$ cat src/rtl/latch_ctrl_pkg.sv
// Shared types and defaults for the latch write controller: state encoding,
// parameter defaults, counter width and a pointer-width helper.
package latch_ctrl_pkg;

  typedef enum logic [1:0] {
    IDLE   = 2'd0,
    SETUP  = 2'd1,
    ENABLE = 2'd2,
    HOLD   = 2'd3
  } state_t;

  localparam int NREQ_DEF      = 4;
  localparam int DW_DEF        = 8;
  localparam int SETUP_CYC_DEF = 1;
  localparam int PULSE_CYC_DEF = 2;
  localparam int HOLD_CYC_DEF  = 1;

  // All phase lengths are 1..15, so a 4-bit down-counter covers them.
  localparam int CNT_W = 4;

  function automatic int ptr_w(input int n);
    return (n > 1) ? $clog2(n) : 1;
  endfunction

endpackage

$ cat src/rtl/rr_arbiter.sv
// One-hot winner selection. Priority starts at index ptr and wraps;
// with ptr tied to zero this is plain lowest-index-wins.
module rr_arbiter
  import latch_ctrl_pkg::*;
#(
  parameter int NREQ = NREQ_DEF,
  parameter int PW   = ptr_w(NREQ_DEF)
) (
  input  logic [NREQ-1:0] req,
  input  logic [PW-1:0]   ptr,
  output logic [NREQ-1:0] win
);

  logic          found;
  logic [PW-1:0] idx;

  always_comb begin
    win   = '0;
    found = 1'b0;
    idx   = '0;
    for (int i = 0; i < NREQ; i++) begin
      idx = PW'((int'(ptr) + i) % NREQ);
      if (!found && req[idx]) begin
        win[idx] = 1'b1;
        found    = 1'b1;
      end
    end
  end

endmodule

$ cat src/rtl/latch_wr_ctrl.sv
// Serialises writes from NREQ requesters into one gated D-latch bank with
// setup / enable-pulse / hold timing. Define LATCH_WR_CTRL_RR_EN for
// round-robin arbitration; otherwise the lowest requesting index wins.
//
// state  | meaning
// IDLE   | no transaction; latch_d retains last value
// SETUP  | latch_d driven, latch_en low, SETUP_CYC cycles
// ENABLE | latch_en high, PULSE_CYC cycles
// HOLD   | latch_en low, latch_d still held, HOLD_CYC cycles
module latch_wr_ctrl
  import latch_ctrl_pkg::*;
#(
  parameter int NREQ      = NREQ_DEF,
  parameter int DW        = DW_DEF,
  parameter int SETUP_CYC = SETUP_CYC_DEF,
  parameter int PULSE_CYC = PULSE_CYC_DEF,
  parameter int HOLD_CYC  = HOLD_CYC_DEF
) (
  input  logic                 clk,
  input  logic                 rst,
  input  logic [NREQ-1:0]      req,
  input  logic [NREQ*DW-1:0]   wdata,
  output logic [NREQ-1:0]      gnt,
  output logic                 latch_en,
  output logic [DW-1:0]        latch_d,
  output logic [NREQ-1:0]      done,
  output logic                 busy
);

  localparam int PW = ptr_w(NREQ);
  localparam logic [CNT_W-1:0] SETUP_LD = CNT_W'(SETUP_CYC);
  localparam logic [CNT_W-1:0] PULSE_LD = CNT_W'(PULSE_CYC);
  localparam logic [CNT_W-1:0] HOLD_LD  = CNT_W'(HOLD_CYC);
  localparam logic [CNT_W-1:0] CNT_TC   = CNT_W'(1);

  state_t            state, state_nxt;
  logic [CNT_W-1:0]  cnt, cnt_nxt;
  logic [NREQ-1:0]   gnt_nxt, done_nxt, win;
  logic              latch_en_nxt;
  logic [DW-1:0]     latch_d_nxt, win_data;
  logic [PW-1:0]     ptr;

`ifdef LATCH_WR_CTRL_RR_EN
  logic [PW-1:0]     ptr_nxt, win_idx;

  always_comb begin
    win_idx = '0;
    for (int i = 0; i < NREQ; i++)
      if (win[i]) win_idx = PW'(i);
  end
`else
  assign ptr = '0;
`endif

  rr_arbiter #(.NREQ(NREQ), .PW(PW)) u_arb (
    .req (req),
    .ptr (ptr),
    .win (win)
  );

  always_comb begin
    win_data = '0;
    for (int i = 0; i < NREQ; i++)
      if (win[i]) win_data = win_data | wdata[i*DW +: DW];
  end

  assign busy = (state != IDLE);

  always_comb begin
    state_nxt    = state;
    cnt_nxt      = cnt;
    gnt_nxt      = gnt;
    latch_en_nxt = latch_en;
    latch_d_nxt  = latch_d;
    done_nxt     = '0;
`ifdef LATCH_WR_CTRL_RR_EN
    ptr_nxt      = ptr;
`endif
    case (state)
      IDLE: begin
        if (|req) begin
          gnt_nxt     = win;
          latch_d_nxt = win_data;
          cnt_nxt     = SETUP_LD;
          state_nxt   = SETUP;
`ifdef LATCH_WR_CTRL_RR_EN
          ptr_nxt     = (win_idx == PW'(NREQ - 1)) ? '0 : win_idx + PW'(1);
`endif
        end
      end
      SETUP: begin
        if (cnt == CNT_TC) begin
          state_nxt    = ENABLE;
          cnt_nxt      = PULSE_LD;
          latch_en_nxt = 1'b1;
        end else begin
          cnt_nxt = cnt - CNT_TC;
        end
      end
      ENABLE: begin
        if (cnt == CNT_TC) begin
          state_nxt    = HOLD;
          cnt_nxt      = HOLD_LD;
          latch_en_nxt = 1'b0;
        end else begin
          cnt_nxt = cnt - CNT_TC;
        end
      end
      HOLD: begin
        // done is registered so it lines up with gnt dropping on the same edge
        if (cnt == CNT_TC) begin
          state_nxt = IDLE;
          cnt_nxt   = '0;
          gnt_nxt   = '0;
          done_nxt  = gnt;
        end else begin
          cnt_nxt = cnt - CNT_TC;
        end
      end
      default: state_nxt = IDLE;
    endcase
  end

  always_ff @(posedge clk or posedge rst) begin
    if (rst) begin
      state    <= IDLE;
      cnt      <= '0;
      gnt      <= '0;
      latch_en <= 1'b0;
      latch_d  <= '0;
      done     <= '0;
`ifdef LATCH_WR_CTRL_RR_EN
      ptr      <= '0;
`endif
    end else begin
      state    <= state_nxt;
      cnt      <= cnt_nxt;
      gnt      <= gnt_nxt;
      latch_en <= latch_en_nxt;
      latch_d  <= latch_d_nxt;
      done     <= done_nxt;
`ifdef LATCH_WR_CTRL_RR_EN
      ptr      <= ptr_nxt;
`endif
    end
  end

endmodule

$ cat config.mk
export PLATFORM = sky130hd
export DESIGN_NAME = latch_wr_ctrl
export DESIGN_NICKNAME = d
export VERILOG_FILES = /design/src/rtl/latch_ctrl_pkg.sv /design/src/rtl/rr_arbiter.sv /design/src/rtl/latch_wr_ctrl.sv
export SDC_FILE = /design/constraint.sdc
export NUM_CORES = 1
export LEC_CHECK = 0
export CORE_MARGIN = 2
export CORE_UTILIZATION = 39
export DETAILED_ROUTE_END_ITERATION = 7
export PLACE_DENSITY_LB_ADDON = 0.3
export SYNTH_ARGS = -nofsm -noshare
export SYNTH_HDL_FRONTEND = slang
export SYNTH_SLANG_ARGS = --single-unit
$ cat constraint.sdc
create_clock -name clk -period 1.7 [get_ports clk]
set_input_delay 0.34 -clock clk [delete_from_list [all_inputs] [get_ports clk]]
set_output_delay 0.34 -clock clk [all_outputs]
set_load 0.1 [all_outputs]
Word level (Yosys, flattened, before mapping)
Index checks and enable logic that the tools add are counted.
{"block": "word_totals", "ff_bits": 23, "out_inout_bits": 18}
{"block": "op_classes", "muxes": 29, "bitwise_logic": 3, "n_eq_ne": 8, "add_sub_neg": 1, "reduce_logical": 15}
{"operator": "$mux 4", "n": 9}
{"operator": "$mux 8", "n": 4}
{"operator": "$or 8x8->8", "n": 3}
{"operator": "$pmux 4 s4", "n": 1}
{"operator": "$mux 2", "n": 5}
{"operator": "$ne 2x2->1 const B", "n": 4}
{"operator": "$pmux 2 s4", "n": 1}
{"operator": "$pmux 4 s2", "n": 1}
{"operator": "$mux 1", "n": 6}
{"operator": "$reduce_and 3->1", "n": 2}
{"operator": "$reduce_bool 2->1", "n": 3}
{"operator": "$eq 2x2->1 const B", "n": 2}
{"operator": "$eq 4x1->1 const B", "n": 1}
{"operator": "$reduce_and 4->1", "n": 1}
{"operator": "$reduce_or 4->1", "n": 1}
{"operator": "$sub 4x1->4 const B", "n": 1}
{"operator": "$logic_and 1x1->1", "n": 3}
{"operator": "$logic_not 1->1", "n": 3}
{"operator": "$mux 3", "n": 1}
{"operator": "$eq 2x1->1 const B", "n": 1}
{"operator": "$logic_not 2->1", "n": 1}
{"operator": "$pmux 1 s2", "n": 1}
{"operator": "$reduce_and 2->1", "n": 1}

Longest topological paths before layout
{"block": "logic_depth", "ltp_word": 17, "mapped_depth": 7}

By module
From an unflattened synthesis, not the netlist that was laid out.
{"block": "hier_totals", "cells_unflattened": 163, "area_unflattened_um2": 1675.4}
{"module": "latch_wr_ctrl", "seq_area_each_um2": 575.6, "cells_per_inst": 127, "instances": 1, "area_per_inst_um2": 1337.5}
{"module": "rr_arbiter", "seq_area_each_um2": 0.0, "cells_per_inst": 36, "instances": 1, "area_per_inst_um2": 337.8}

Worst setup path before layout
Ideal clock, no wire load.
{"block": "synth_path", "kind": "reg2reg", "startpoint": "register state[0]", "endpoint": "register state[1]", "t_required_ns": 1.575, "slack_ns": -0.019, "setup_time_ns": 0.125, "arrival_ns": 1.594, "stages_incl_launch_ff": 6, "period_less_slack_ns": 1.719, "cell_sequence": "dfrtp_1 -> inv_1 -> ha_1 -> or3_1 -> a22oi_2 -> mux2_4"}
{"block": "synth_via", "elab_chain_cells": 3, "elab_cells_between_ends": 10}
{"element": "from (decl)", "line": "latch_wr_ctrl.sv:36", "rtl": "state_t state, state_nxt;"}
{"element": "from (signal assigned)", "line": "latch_wr_ctrl.sv:136", "rtl": "state <= state_nxt;"}
{"element": "$eq 2x1->1, or another cell as far along", "line": "latch_wr_ctrl.sv:79", "rtl": "case (state)"}
{"element": "$ne 2x2->1 (no source line)"}
{"element": "$reduce_and 4->1 (no source line)"}
Parallel ways exist; a longest one is shown, timed or not.
A chain may end at the register's enable or synchronous reset.

Worst setup path in the final report
{"block": "layout_path", "startpoint": "register state[1]", "endpoint": "register state[1]"}
The elaborated chain is that of the path after synthesis.

==> summary by stage <==
Outcome
The flow ran to the end, and the final reports show no timing, DRC or antenna violations.

Routing
After detailed routing, the number of vias per cell comes to 5.390. Summing over every cut layer, the via total after detailed routing is 1396. The average detailed-routed wire length per instance is 15.82 um. The number of nets with antenna violations after detailed routing is 0. The initial DRC count is 50. The post-detailed-route DRC marker count is 0.

Before antenna repair, the detailed router went through 4 iterations. For this block, the routed nets add up to 4097 um of wire.

Synth
Synthesis produced 134 cells. Counting flops and latches in the post-synthesis netlist gives 23. In this run, distinct cell masters in the synthesized netlist total 40. A synthesized cell averages 10.27 um^2. The cell type with the largest total area after synthesis is dfrtp_1. Summing every instance area after synthesis gives 1376 um^2. The number of flops mapped to enable cells by yosys is 0. After synthesis, the most frequently instantiated cells are dfrtp_1 (23), a21oi_1 (10), nor2_1 (10).

For this run, the leading register cell type out of synthesis is dfrtp_1. The number of warnings issued by yosys is 0. In the post-synthesis netlist, the biggest area contributors are dfrtp_1 (42%), ha_1 (6.4%), o2bb2ai_1 (5.7%). The most instantiated library cell after synthesis is dfrtp_1. The sequential element share of the synthesized area is 41.82%. The number of nets in the synthesized netlist is 179. The share of async-settable or async-resettable flops after synthesis is 100.0%. In this run the biggest area consumer among cell types represents 41.82% of the synthesized area.

STA
In the post-route analysis, the smallest setup slack over all paths is 0.001301 ns. Setup violations remaining at the end of the flow were counted as 0. The clock tree skew after final layout is 0.01283 ns. Setup repair after global routing could not meet its margin everywhere. The final critical path takes up 99.92% of the cycle. At the pin with the least slew margin, the transition time is 0.3534 ns.

Derived from the worst setup path, the maximum achievable clock frequency is 588.7 MHz. The hold violation count in the final report was 0. The number of max-slew violations in the final report is 0. The routed design could run at a clock period as short as 1.699 ns. The headroom to the max-slew limit is 76.26%.

Finish
Of the cells placed in the final design, the portion with a size suffix greater than 1 is 29.58%. The net count reported at finish is 259. The repair_antennas step left the layout with diodes totalling 0. The area growth from synthesis to layout is 73.27%.

Die
The boundary pin count is 56. The die area is 4020 um^2. For this configuration, the core starts out at a cell density of 40.92%. The initialized floorplan defines 21 standard-cell rows. The area of the core is 3363 um^2. The floorplan die width is 63.41 um. The overall die height is 63.41 um.

Power
Dividing total power by cell area gives a power density of 1974 nW/um^2. The part of the total power dissipated in sequential elements is 21.4%. The design internal power is 0.002288 W. In this run switching power makes up 51.39% of total power.

For this design the static power due to leakage is 1.020 nW. The largest voltage drop on the vdd net is 0.001845 V. The final total power is 0.004707 W. In this run, the clock network consumes 5.7% of the power.

Summed over all nets, the switching power comes to 0.002419 W. In this run, the combinational gates consume 72.9% of the power.

Setup path
The critical path is of the flip-flop to flip-flop type. The logic depth of the worst register-to-register path is 5. In this run the critical register-to-register path is captured at state[1]. Data arrives at the worst endpoint at 1.91 ns. STA classifies the critical path endpoint as a flip-flop.

In this run the critical register-to-register path is launched from state[1]. The largest fanout on the critical path is 4. The data required time at the worst endpoint is 1.91 ns. The register-to-register setup slack is 0.001 ns.

The kind of start point of the critical path is a flip-flop.

Placed design
Port buffering added 55 buffers. The half-perimeter wire length of the detailed placement result is 3206 um. The worst slack at placement is -0.2090 ns. The routability-driven placement congestion ratio is 0.9272.

CTS
The maximum number of buffers from clock root to sink is 2. The clock edge transition at the registers on the reported setup and hold paths is 0.15 ns. Clock tree synthesis selected as its root buffer the cell clkbuf_4.

The number of sinks driven by the clock tree is 23. The number of hold buffers added after CTS was 0. The later pin in the worst-skew pair is clocked with a latency of 0.32 ns.

The count of H-tree levels built during CTS is 1. Clock tree synthesis inserted a total of 3 buffers. TritonCTS built the clock tree.

Global route
The initial antenna violation count is 0. The total overflow left after global routing is 0. The total global-route track usage is 20.54%. Entering global routing, the biggest net connects 24 pins. The first global-routing pass estimated 6486 um of wire.

The via count of the first global-routing pass is 1375.

Worst hold path
The path category of the worst min-delay check is primary input to asynchronous set/reset pin.

Job
The number of max-capacitance violations reported is 0.
==> cell families (layout without fill, tap and decap cells) <==
logic type / after synthesis / in the layout / synth area share (%)
fa+ha+maj: 7 / 7 / 6.363
simple gates: 48 / 48 / 22.36
compound gates: 39 / 39 / 22.00
mux: 3 / 3 / 2.545
flops: 23 / 23 / 41.82
buf+inv: 14 / 93 / 4.909
==> power by group through the flow <==
| stage | Combinational [W] | Clock (W) | Sequential [W] |
|---|---|---|---|
| final | 0.00343 | 0.000270 | 0.00101 |
| after global routing | 0.00358 | 0.000294 | 0.00104 |
| after CTS | 0.00334 | 0.000269 | 0.00100 |
| after detailed placement | 0.00323 | 0 | 0.00101 |
| after global placement | 0.00313 | 0 | 0.00100 |
| after floorplan | 0.000998 | 0 | 0.00196 |
==> area by class of cell <==
cell class / count / area (um^2)
multi-input cells: 97 / 764.5
inverters: 8 / 33.78
repair buffers: 81 / 925.9
fillers: 258 / 978.4
clock inverters: 1 / 5.005
clock buffers: 3 / 22.52
well taps: 46 / 57.56
flip-flops and latches: 23 / 575.6
==> registers in the layout (all words and copies together), names as in the netlist <==
register	cells
latch_d	8
cnt	4
done	4
gnt	4
state	2
latch_en	1
==> critical path: stages, from the launching register on <==
cell and delay, ns:
dfrtp_1 0.46, inv_2 0.10, ha_1 0.21, or3_4 0.34, a22oi_2 0.17, mux2_4 0.32
==> stage by stage <==
step | setup TNS (ns) | hold slack (ns) | std cells | util (%) | area (um^2)
after CTS | 0 | 0.3584 | 256 | 69.83 | 2349
after detailed placement | -2.529 | 0.5608 | 250 | 68.04 | 2288
after global routing | -0.1481 | 0.3681 | 259 | 70.91 | 2385
after floorplan | 0 | 0.3419 | 134 | - | 1380
after global placement | -1.959 | 0.5538 | 250 | 68.04 | 2288
final | 0 | 0.3372 | 259 | 70.91 | 2385
==> routing by layer <==
metal	vias to the layer above	wire (um)	track usage, %
li1	655	-	-
met1	692	1686	25.71
met2	41	2151	35.26
met3	8	175	3.571
met4	0	83	7.609
met5	-	0	0
==> worst max-delay path by stage <==
stage / start / end / slack [ns] / depth (start not counted)
4_1_cts: state[1] / busy / 0.0008 / 4
2_1_floorplan: state[0] / state[1] / 0.007 / 5
5_1_grt: state[1] / state[1] / -0.05 / 5
3_3_place_gp: req[2] / latch_d[7] / -0.15 / 6
6_report: state[1] / state[1] / 0.001 / 5
3_5_place_dp: req[2] / latch_d[1] / -0.21 / 6
==> placed cells by master (no fill, tap or decap), types with 2 or more instances in the layout <==
cell	instances
a21oi_1	10
a22o_1	2
a31oi_1	8
a32o_1	2
and2_1	4
buf_12	18
buf_4	26
clkbuf_4	3
clkdlybuf4s50_1	37
dfrtp_1	23
ha_1	5
inv_1	4
inv_2	2
mux2i_1	2
nand2_1	9
nand3_1	3
nand3b_1	8
nor2_1	10
o211ai_2	2
o2bb2ai_1	8
==> what timing repair did <==
action / CTS / global route
gates resized for setup: 5 / 3
setup endpoints to repair: 2 / 6
buffers inserted: 2 / 3
pin swaps: 1 / 1
(Power assumes the default switching activity.)
